`src/rtl/adc_async_fill_seq.sv`:
```
// adc_async_fill_seq: asynchronous-mode fill sequencer for one ADC channel.
// Drives the data-mux selects and checksum controls, plus the FIFO strobe and address.
//
// Ports:
//   clk, rst                    clock and synchronous active-high reset
//   fill_start, fill_stop       fill window control pulses
//   trigger                     async trigger pulse
//   adc_burst_valid             one data burst present at the mux this cycle
//   async_num_bursts            data bursts per waveform, latched at fill_start
//   fifo_almost_full, fifo_full DDR3 write FIFO status
//   select_*                    one-hot mux selects (combinational)
//   checksum_init/update        mux checksum controls (combinational)
//   fill_num .. num_fill_bursts registered header fields
//   wr_en, wr_adr               FIFO strobe/address aligned to the mux register
//   busy, fill_done             status
//   trig_dropped, overflow      sticky, cleared at fill_start
//
// Optional feature: ASYNC_WF_LIMIT_EN caps triggers per fill at MAX_WAVEFORMS.

module adc_async_fill_seq #(
    parameter logic [22:0] MAX_WAVEFORMS = 23'd4096
) (
    input  logic        clk,
    input  logic        rst,
    input  logic        fill_start,
    input  logic        fill_stop,
    input  logic        trigger,
    input  logic        adc_burst_valid,
    input  logic [13:0] async_num_bursts,
    input  logic        fifo_almost_full,
    input  logic        fifo_full,
    output logic        select_fill_hdr,
    output logic        select_waveform_hdr,
    output logic        select_dat,
    output logic        select_checksum,
    output logic        checksum_init,
    output logic        checksum_update,
    output logic [23:0] fill_num,
    output logic [22:0] current_waveform_num,
    output logic [22:0] waveform_start_adr,
    output logic [22:0] num_fill_bursts,
    output logic        wr_en,
    output logic [22:0] wr_adr,
    output logic        busy,
    output logic        fill_done,
    output logic        trig_dropped,
    output logic        overflow
);

    typedef enum logic [2:0] {
        IDLE, ARMED, WF_HDR, WF_DATA, FILL_HDR, CHECKSUM, DONE
    } state_t;

    state_t state, state_d;

    logic [13:0] nb_lat;
    logic [13:0] cnt;
    logic [22:0] ptr;
    logic [22:0] adr_d;
    logic        stop_pend;
    logic        ptr_inc;
    logic        take;
    logic        wf_end;
    logic        load_cnt;
    logic        set_drop;
    logic        set_pend;
    logic        to_fill_hdr;
    logic        wf_cap;

`ifdef ASYNC_WF_LIMIT_EN
    assign wf_cap = current_waveform_num >= MAX_WAVEFORMS;
`else
    logic unused_max;
    assign unused_max = ^MAX_WAVEFORMS;
    assign wf_cap = 1'b0;
`endif

    assign busy      = state != IDLE;
    assign fill_done = state == DONE;

    always_ff @(posedge clk) begin
        if (rst) state <= IDLE;
        else     state <= state_d;
    end

    always_comb begin
        state_d             = state;
        select_fill_hdr     = 1'b0;
        select_waveform_hdr = 1'b0;
        select_dat          = 1'b0;
        select_checksum     = 1'b0;
        checksum_init       = 1'b0;
        checksum_update     = 1'b0;
        ptr_inc             = 1'b0;
        take                = 1'b0;
        wf_end              = 1'b0;
        load_cnt            = 1'b0;
        set_drop            = 1'b0;
        set_pend            = 1'b0;
        to_fill_hdr         = 1'b0;
        unique case (state)
            IDLE: begin
                if (fill_start && !rst) begin
                    checksum_init = 1'b1;
                    state_d       = ARMED;
                end
            end
            ARMED: begin
                // A stop beats a same-cycle trigger, which is then not a drop.
                if (fill_stop || stop_pend) begin
                    to_fill_hdr = 1'b1;
                    state_d     = FILL_HDR;
                end else if (trigger) begin
                    if (fifo_almost_full || wf_cap) begin
                        set_drop = 1'b1;
                    end else begin
                        take    = 1'b1;
                        state_d = WF_HDR;
                    end
                end
            end
            WF_HDR: begin
                select_waveform_hdr = 1'b1;
                ptr_inc             = 1'b1;
                set_drop            = trigger;
                set_pend            = fill_stop;
                if (nb_lat == 14'd0) begin
                    wf_end  = 1'b1;
                    state_d = ARMED;
                end else begin
                    load_cnt = 1'b1;
                    state_d  = WF_DATA;
                end
            end
            WF_DATA: begin
                set_drop = trigger;
                set_pend = fill_stop;
                if (adc_burst_valid) begin
                    select_dat      = 1'b1;
                    checksum_update = 1'b1;
                    ptr_inc         = 1'b1;
                    if (cnt == 14'd1) begin
                        wf_end  = 1'b1;
                        state_d = ARMED;
                    end
                end
            end
            FILL_HDR: begin
                if (!fifo_almost_full) begin
                    select_fill_hdr = 1'b1;
                    state_d         = CHECKSUM;
                end
            end
            CHECKSUM: begin
                if (!fifo_almost_full) begin
                    select_checksum = 1'b1;
                    state_d         = DONE;
                end
            end
            DONE: begin
                state_d = IDLE;
            end
            default: state_d = IDLE;
        endcase
    end

    // Address of the word the mux registers this cycle.
    always_comb begin
        adr_d = ptr;
        unique case (1'b1)
            select_fill_hdr: adr_d = 23'd0;
            select_checksum: adr_d = num_fill_bursts - 23'd1;
            default:         adr_d = ptr;
        endcase
    end

    always_ff @(posedge clk) begin
        if (rst) begin
            nb_lat               <= '0;
            cnt                  <= '0;
            ptr                  <= '0;
            stop_pend            <= 1'b0;
            fill_num             <= '0;
            current_waveform_num <= '0;
            waveform_start_adr   <= '0;
            num_fill_bursts      <= '0;
            trig_dropped         <= 1'b0;
            overflow             <= 1'b0;
            wr_en                <= 1'b0;
            wr_adr               <= '0;
        end else begin
            if (checksum_init) begin
                fill_num             <= fill_num + 24'd1;
                nb_lat               <= async_num_bursts;
                cnt                  <= '0;
                ptr                  <= 23'd1;
                stop_pend            <= 1'b0;
                current_waveform_num <= '0;
                waveform_start_adr   <= '0;
                num_fill_bursts      <= '0;
                trig_dropped         <= 1'b0;
                overflow             <= 1'b0;
            end
            if (ptr_inc)  ptr <= ptr + 23'd1;
            if (take)     waveform_start_adr <= ptr;
            if (load_cnt) cnt <= nb_lat;
            if (select_dat) cnt <= cnt - 14'd1;
            if (wf_end)   current_waveform_num <= current_waveform_num + 23'd1;
            // Computed on entry so the field is stable while its select is high.
            if (to_fill_hdr) num_fill_bursts <= ptr + 23'd1;
            if (set_pend) stop_pend <= 1'b1;
            if (set_drop) trig_dropped <= 1'b1;
            if (wr_en && fifo_full) overflow <= 1'b1;
            wr_en  <= select_fill_hdr | select_waveform_hdr
                    | select_dat | select_checksum;
            wr_adr <= adr_d;
        end
    end

endmodule

```
`config.mk`:
```
export PLATFORM = sky130hd
export DESIGN_NAME = adc_async_fill_seq
export DESIGN_NICKNAME = d
export VERILOG_FILES = /design/src/rtl/adc_async_fill_seq.sv
export SDC_FILE = /design/constraint.sdc
export NUM_CORES = 1
export LEC_CHECK = 0
export ABC_AREA = 1
export CAP_MARGIN = 40
export CELL_PAD_IN_SITES_DETAIL_PLACEMENT = 0
export CELL_PAD_IN_SITES_GLOBAL_PLACEMENT = 1
export CORE_ASPECT_RATIO = 1.25
export CORE_MARGIN = 8
export CORE_UTILIZATION = 35
export CTS_BUF_LIST = sky130_fd_sc_hd__clkbuf_4
export DETAILED_ROUTE_END_ITERATION = 10
export PLACE_DENSITY_LB_ADDON = 0.1
export SLEW_MARGIN = 20
export SYNTH_ARGS = -nofsm -noshare
export SYNTH_HDL_FRONTEND = slang
export SYNTH_SLANG_ARGS = --single-unit
```
`constraint.sdc`:
```
create_clock -name clk -period 1.65 [get_ports clk]
set_input_delay 0.2475 -clock clk [delete_from_list [all_inputs] [get_ports clk]]
set_output_delay 0.2475 -clock clk [all_outputs]
set_load 0.02 [all_outputs]
```
# Yosys cells after proc, flatten, opt, wreduce, memory -nomap -nowiden
# Index checks and enable logic that the tools add are counted.
# Widths: inputs -> output; s select.
# word_totals
reg_bits,174
in_bits,22
out_inout_bits,127
wordCells,101
# classes
n_reduce_logical,17
bitwise_logic,3
addsub,5
n_mux,49
n_eq_ne,14
# ops
operator,count
$mux 23,6
$add 23x1->23 const B,2
$pmux 23 s2,1
$mux 14,3
$mux 1,26
$add 24x1->24 const B,1
$mux 3,8
$sub 23x1->23 const B,1
$pmux 3 s6,1
$eq 14x1->1 const B,1
$logic_not 14->1,1
$reduce_bool 2->1,7
$sub 14x1->14 const B,1
$ne 2x2->1 const B,5
$eq 3x3->1 const B,3
$reduce_and 7->1,1
$eq 3x2->1 const B,2
$ne 3x3->1 const B,2
$pmux 1 s2,3
$reduce_bool 3->1,2
$eq 3x1->1 const B,1
$logic_not 3->1,1
$or 1x1->1,3
$logic_and 1x1->1,2
4 further kinds,4

# Depth between registers and ports, before layout
# Gate-level depths: netlist of run 1.
# depth
ltp_word,7
depth_mapped,13
depth_no_buf,12

# Least setup slack after synthesis of run 1
# Ideal clock, no wire load.
# synth_path
path_type,reg2reg
from,reg state[1]
to,reg fill_num[1]
arrival_time_ns,1.575
setup_slack_ns,-0.061
stages_incl_launch_ff,8
required_ns,1.514
path_buffers,3
period_less_slack_ns,1.711
cell_sequence,dfxtp_1 buf_2 nor2_1 nand2_1 nor2_2 buf_4 clkbuf_1 o21ai_0
# synth_between
elab_chain_cells,2
# synth_lines
item,line,text
"start, declared",54,"state_t state, state_d;"
"start signal, assigned",83,else state <= state_d;
$logic_not 3->1,101,unique case (state)
$mux 1,101,
net checksum_init,36,"output logic checksum_init,"
"end signal, assigned",193,fill_num <= fill_num + 24'd1;
"end, declared",38,"output logic [23:0] fill_num,"
# The timed path passes the listed nets, and every way through them passes these cells.
# A chain may end at the register's enable or synchronous reset.

# Worst setup path in the final report of run 1
# layout_path
from,reg state[2]
to,out checksum_update
# layout_between
elab_chain_cells,2
# layout_lines
item,line,text
$eq 3x2->1,101,
$mux 1,101,
"end, declared",37,"output logic checksum_update,"
# No other way between the ends.

==> results of run 1 <==
## metal layers
| metal | part of all wire [%] | GRT usage (%) | vias to the layer above |
|---|---|---|---|
| met4 | 2.8 | 7.84 | 0 |
| li1 | - | - | 5085 |
| met3 | 4.2 | 4.38 | 58 |
| met5 | 0 | 0 | - |
| met1 | 39 | 22.6 | 4764 |
| met2 | 53 | 40.0 | 212 |
## cell type report
type,count,share of cell area (%)
diodes,3,0.0565
clock buffers,17,0.961
clock inverters,15,1.13
inverters,107,3.08
multi-input cells,1040,41.0
flip-flops and latches,174,27.1
well taps,335,3.16
repair buffers,307,23.4
## stage by stage
| stage | utilization [%] | hold WS [ns] | setup slack, ns | total power, mW | cells |
|---|---|---|---|---|---|
| floorplan | - | 0.360 | -0.00537 | 7.15 | 1382 |
| global placement | 46.1 | 0.456 | -0.370 | 8.75 | 1919 |
| detailed placement | 46.1 | 0.463 | -0.352 | 8.77 | 1919 |
| CTS | 50.4 | 0.0635 | -0.246 | 12.5 | 1982 |
| global route | 52.7 | 0.0813 | -0.261 | 13.6 | 1998 |
| finish | 52.7 | 0.113 | -0.147 | 12.7 | 1998 |
## sequential cells by signal (all words and copies together) (netlist names)
register              cells
wr_en                     1
wr_adr                   23
current_waveform_num     23
overflow                  1
trig_dropped              1
num_fill_bursts          23
nb_lat                   14
stop_pend                 1
state                     3
cnt                      14
fill_num                 24
ptr                      23
waveform_start_adr       23
## cells by family (layout without fill, tap and decap cells)
group                    count (synthesis)  after routing  synth area share [%]
AO/OA/AOI/OAI                          205            205                  11.9
flip-flops                             174            174                  38.8
adder cells (fa/ha/maj)                  6              6                 0.836
XOR/XNOR                                18             18                  1.75
AND/OR/NAND/NOR                        811            811                  39.3
other                                    0              3                     0
buffers and inverters                  168            446                  7.47
## worst max-delay path: cells and delay by family, from the launching register on
| family | cells | cell delay [ns] |
|---|---|---|
| simple gates | 3 | 0.28 |
| buf+inv | 3 | 0.30 |
| flops | 1 | 0.37 |
## final timing paths
kind	cells past startpoint	slack, ns	to	start
worst min register to register	2	0.47	overflow$_SDFFE_PP0P_	overflow$_SDFFE_PP0P_
worst max-delay path	6	-0.15	checksum_update	state[2]$_SDFFE_PP0P_
worst min-delay path	3	0.11	num_fill_bursts[15]$_SDFFE_PP0P_	rst
worst max register to register	11	-0.09	current_waveform_num[19]$_SDFFE_PP0P_	state[2]$_SDFFE_PP0P_
## power groups by stage
stage / combinational [mW] / clock [mW] / sequential [mW]
finish: 5.54 / 2.53 / 4.67
global route: 6.05 / 2.80 / 4.71
CTS: 5.17 / 2.62 / 4.69
detailed placement: 4.03 / 0 / 4.74
global placement: 4.01 / 0 / 4.74
floorplan: 2.36 / 0 / 4.80
## cells in the mapped netlist, drive strengths merged (10+ instances only)
cell / count
nor3: 12
nand2: 367
buf: 25
nand4: 58
a21oi: 145
inv: 107
nand3: 154
nor2: 204
o21ai: 45
dfxtp: 174
clkbuf: 36
o21bai: 10
## repair_timing
| item | in CTS | in global routing |
|---|---|---|
| setup buffers | 25 | 15 |
| setup endpoints to repair | 189 | 183 |
| resized for setup | 447 | 195 |
| pin swaps | 34 | 44 |
| cloned | 8 | 6 |
==> impl_summary.md, run 1 <==
Power and ir drop
The clock network is responsible for 19.8% of the overall power. Power spread over the standard cell area amounts to 960 nW/um^2. The standby leakage power is 5.33 nW. Sequential cells burn 36.7% of the power.

In this run switching power makes up 40.6% of total power. In this run, the combinational gates consume 43.5% of the power. In this run the power spent charging and discharging nets is 5.17 mW.

The design internal power is 7.57 mW. The peak supply drop is 0.501 mV.

Setup path
The critical path data arrival time is 1.55 ns. The slowest cell on the critical path is sky130_fd_sc_hd__dfxtp_2. On the worst path, the slowest cell contributes a delay of approximately 0.37 ns.

In this run the worst path has a maximum fanout of 4. Among the stages of the critical path, the cell type that occurs most often is sky130_fd_sc_hd__inv_4. STA classifies the critical path endpoint as a primary output. The critical path goes through inv_4 -> nand2_4 -> nor2_4 -> nand2_2 -> inv_4 -> buf_6.

STA puts the critical path data required time at 1.40 ns. The kind of start point of the critical path is a flip-flop. The class of the most critical setup path is flip-flop to primary output.

STA
The worst-margin pin slew is 0.597 ns. The share of the clock period used by the worst path is 109%. The timing-limited maximum frequency is 556 MHz. Counting I/O delays and the setup requirement, the final critical path takes approximately 1.8 ns. In the post-route analysis, the smallest setup slack over all paths is -0.147 ns.

Setup violations remaining at the end of the flow were counted as 56. For the final routed database, the setup TNS stands at -1.98 ns. Setup repair after global routing could not meet its margin everywhere. The clock arrives with 0.0209 ns of skew.

The number of hold-slack violations in the final timing report was 0. The number of slew-limit violations in the final report is 0. The relative max-transition margin is 60.2%.

Placed design
In this run the tool buffered the top-level ports with between 100 and 150 buffer cells. The HPWL after detailed placement is 23,700 microns. In this run the cell area measured after placement is between 10,000 and 15,000 sq um. The congestion estimate from routability-driven global placement came to 0.850.

Global route
Entering global routing, the biggest net connects 103 pins. The global-route total usage across every layer is a little over a fifth. The initial antenna violation count is 2. After global routing the overflow that remains totals 0.

The first global-routing pass estimated 53,000 microns of wire. The via count of the first global-routing pass is 9,903.

Synth
The register bit total from synthesis is approximately 170. Summing every instance area after synthesis gives ~9000 sq um. Sequential elements use 38.8% of the synthesized area. After synthesis, the cell types taking the most area are sky130_fd_sc_hd__dfxtp_1, sky130_fd_sc_hd__nand2_1, sky130_fd_sc_hd__nand3_1. The post-synthesis area per instance is 6.50 sq um. The area share of the largest cell type after synthesis is between 30% and 40%. The number of enable flip-flop cells after synthesis is 0. sky130_fd_sc_hd__dfxtp_1 takes more of the synthesized area than any other cell.

The number of nets in the synthesized netlist is 1,410. The count of distinct cell types in the synthesized netlist is 35. The prevailing post-synth register cell is sky130_fd_sc_hd__dfxtp_1.

Yosys printed 0 warnings. Synthesis produced 1,382 cells. Counting flops with an async set or reset pin after synthesis yields a share of 0%.

Detailed routing
The detailed router's first-iteration violation count is 525. The final routed DRC violation total is 0. The mean number of vias per cell is 5.06. The count of nets left with antenna violations once routing finished came out at 0. The sum of routed wire length over all layers is 34,000 microns.

After detailed routing, the average wire length per cell comes to ~17 microns. Before antenna repair, the detailed router went through 5 iterations. The number of vias in the routed layout is a little over 10,000.

Clock tree
At the later pin of the worst-skew pair, clock insertion delay measures 0.62 ns. The number of hold buffers added after CTS was 0. After clock tree synthesis, the clock-pin slew on the worst setup and hold paths is 0.17 ns.

In this run, CTS created clock tree buffers numbering 17. The count of H-tree levels built during CTS is 4. The longest clock path from root to sink contains 2 buffers.

The count of clock tree sinks is 174. The buffer cell driving the clock tree root is sky130_fd_sc_hd__clkbuf_4. TritonCTS built the clock tree.

Finish
Summing all multi-input logic gate instances after layout gives around 5500 sq um. Cells with a size suffix above 1 make up 29.9% of the layout. For this run, the post-layout net count is between 1,500 and 2,000. The library cell used most frequently in the layout, excluding fill and tap cells, is sky130_fd_sc_hd__nand2_1. The fill cell instance count of the final layout is 2,592. The area growth from synthesis to layout is 47.8%. The sequential cells in the finished layout cover a total of 3600 sq um. After routing the design area is approximately 13,000 sq um. The library cells used most frequently in the layout, excluding fill and tap cells, are sky130_fd_sc_hd__nand2_1, sky130_fd_sc_hd__nor2_1, sky130_fd_sc_hd__nand3_1.

Floorplan
The core region area is 25,200 sq um. The die area is about 31,000 sq um. The die boundary width is 159 microns. The number of I/O pins is approximately 150. The number of rows created at floorplan is 65.

The initial utilization of the core area, before any placement, comes to between 30% and 40%. The floorplan step set the die height to 195 microns.

Outcome
The checks that failed: negative setup slack. The run finished, with violations left.

Flow run
The tool flagged a number of max-cap violations equal to 0.

Hold path
The worst hold-check path type is input pin to flip-flop.
No activity file was read; power rests on OpenSTA's default activity.
==> run 2, diff against run 1 <==
--- a/config.mk
+++ b/config.mk
@@ -13,6 +13,7 @@
 export CORE_MARGIN = 8
 export CORE_UTILIZATION = 35
 export CTS_BUF_LIST = sky130_fd_sc_hd__clkbuf_4
+export CTS_CLUSTER_SIZE = 12
 export DETAILED_ROUTE_END_ITERATION = 10
 export PLACE_DENSITY_LB_ADDON = 0.1
 export SLEW_MARGIN = 20
==> results of run 2 <==
No change in the layout: final DEF, timing and power equal those of run 1.
==> run 3, diff against run 2 <==
--- a/config.mk
+++ b/config.mk
@@ -13,7 +13,7 @@
 export CORE_MARGIN = 8
 export CORE_UTILIZATION = 35
 export CTS_BUF_LIST = sky130_fd_sc_hd__clkbuf_4
-export CTS_CLUSTER_SIZE = 12
+export CTS_CLUSTER_SIZE = 30
 export DETAILED_ROUTE_END_ITERATION = 10
 export PLACE_DENSITY_LB_ADDON = 0.1
 export SLEW_MARGIN = 20
==> results of run 3 <==
No change in the layout: final DEF, timing and power equal those of run 1.
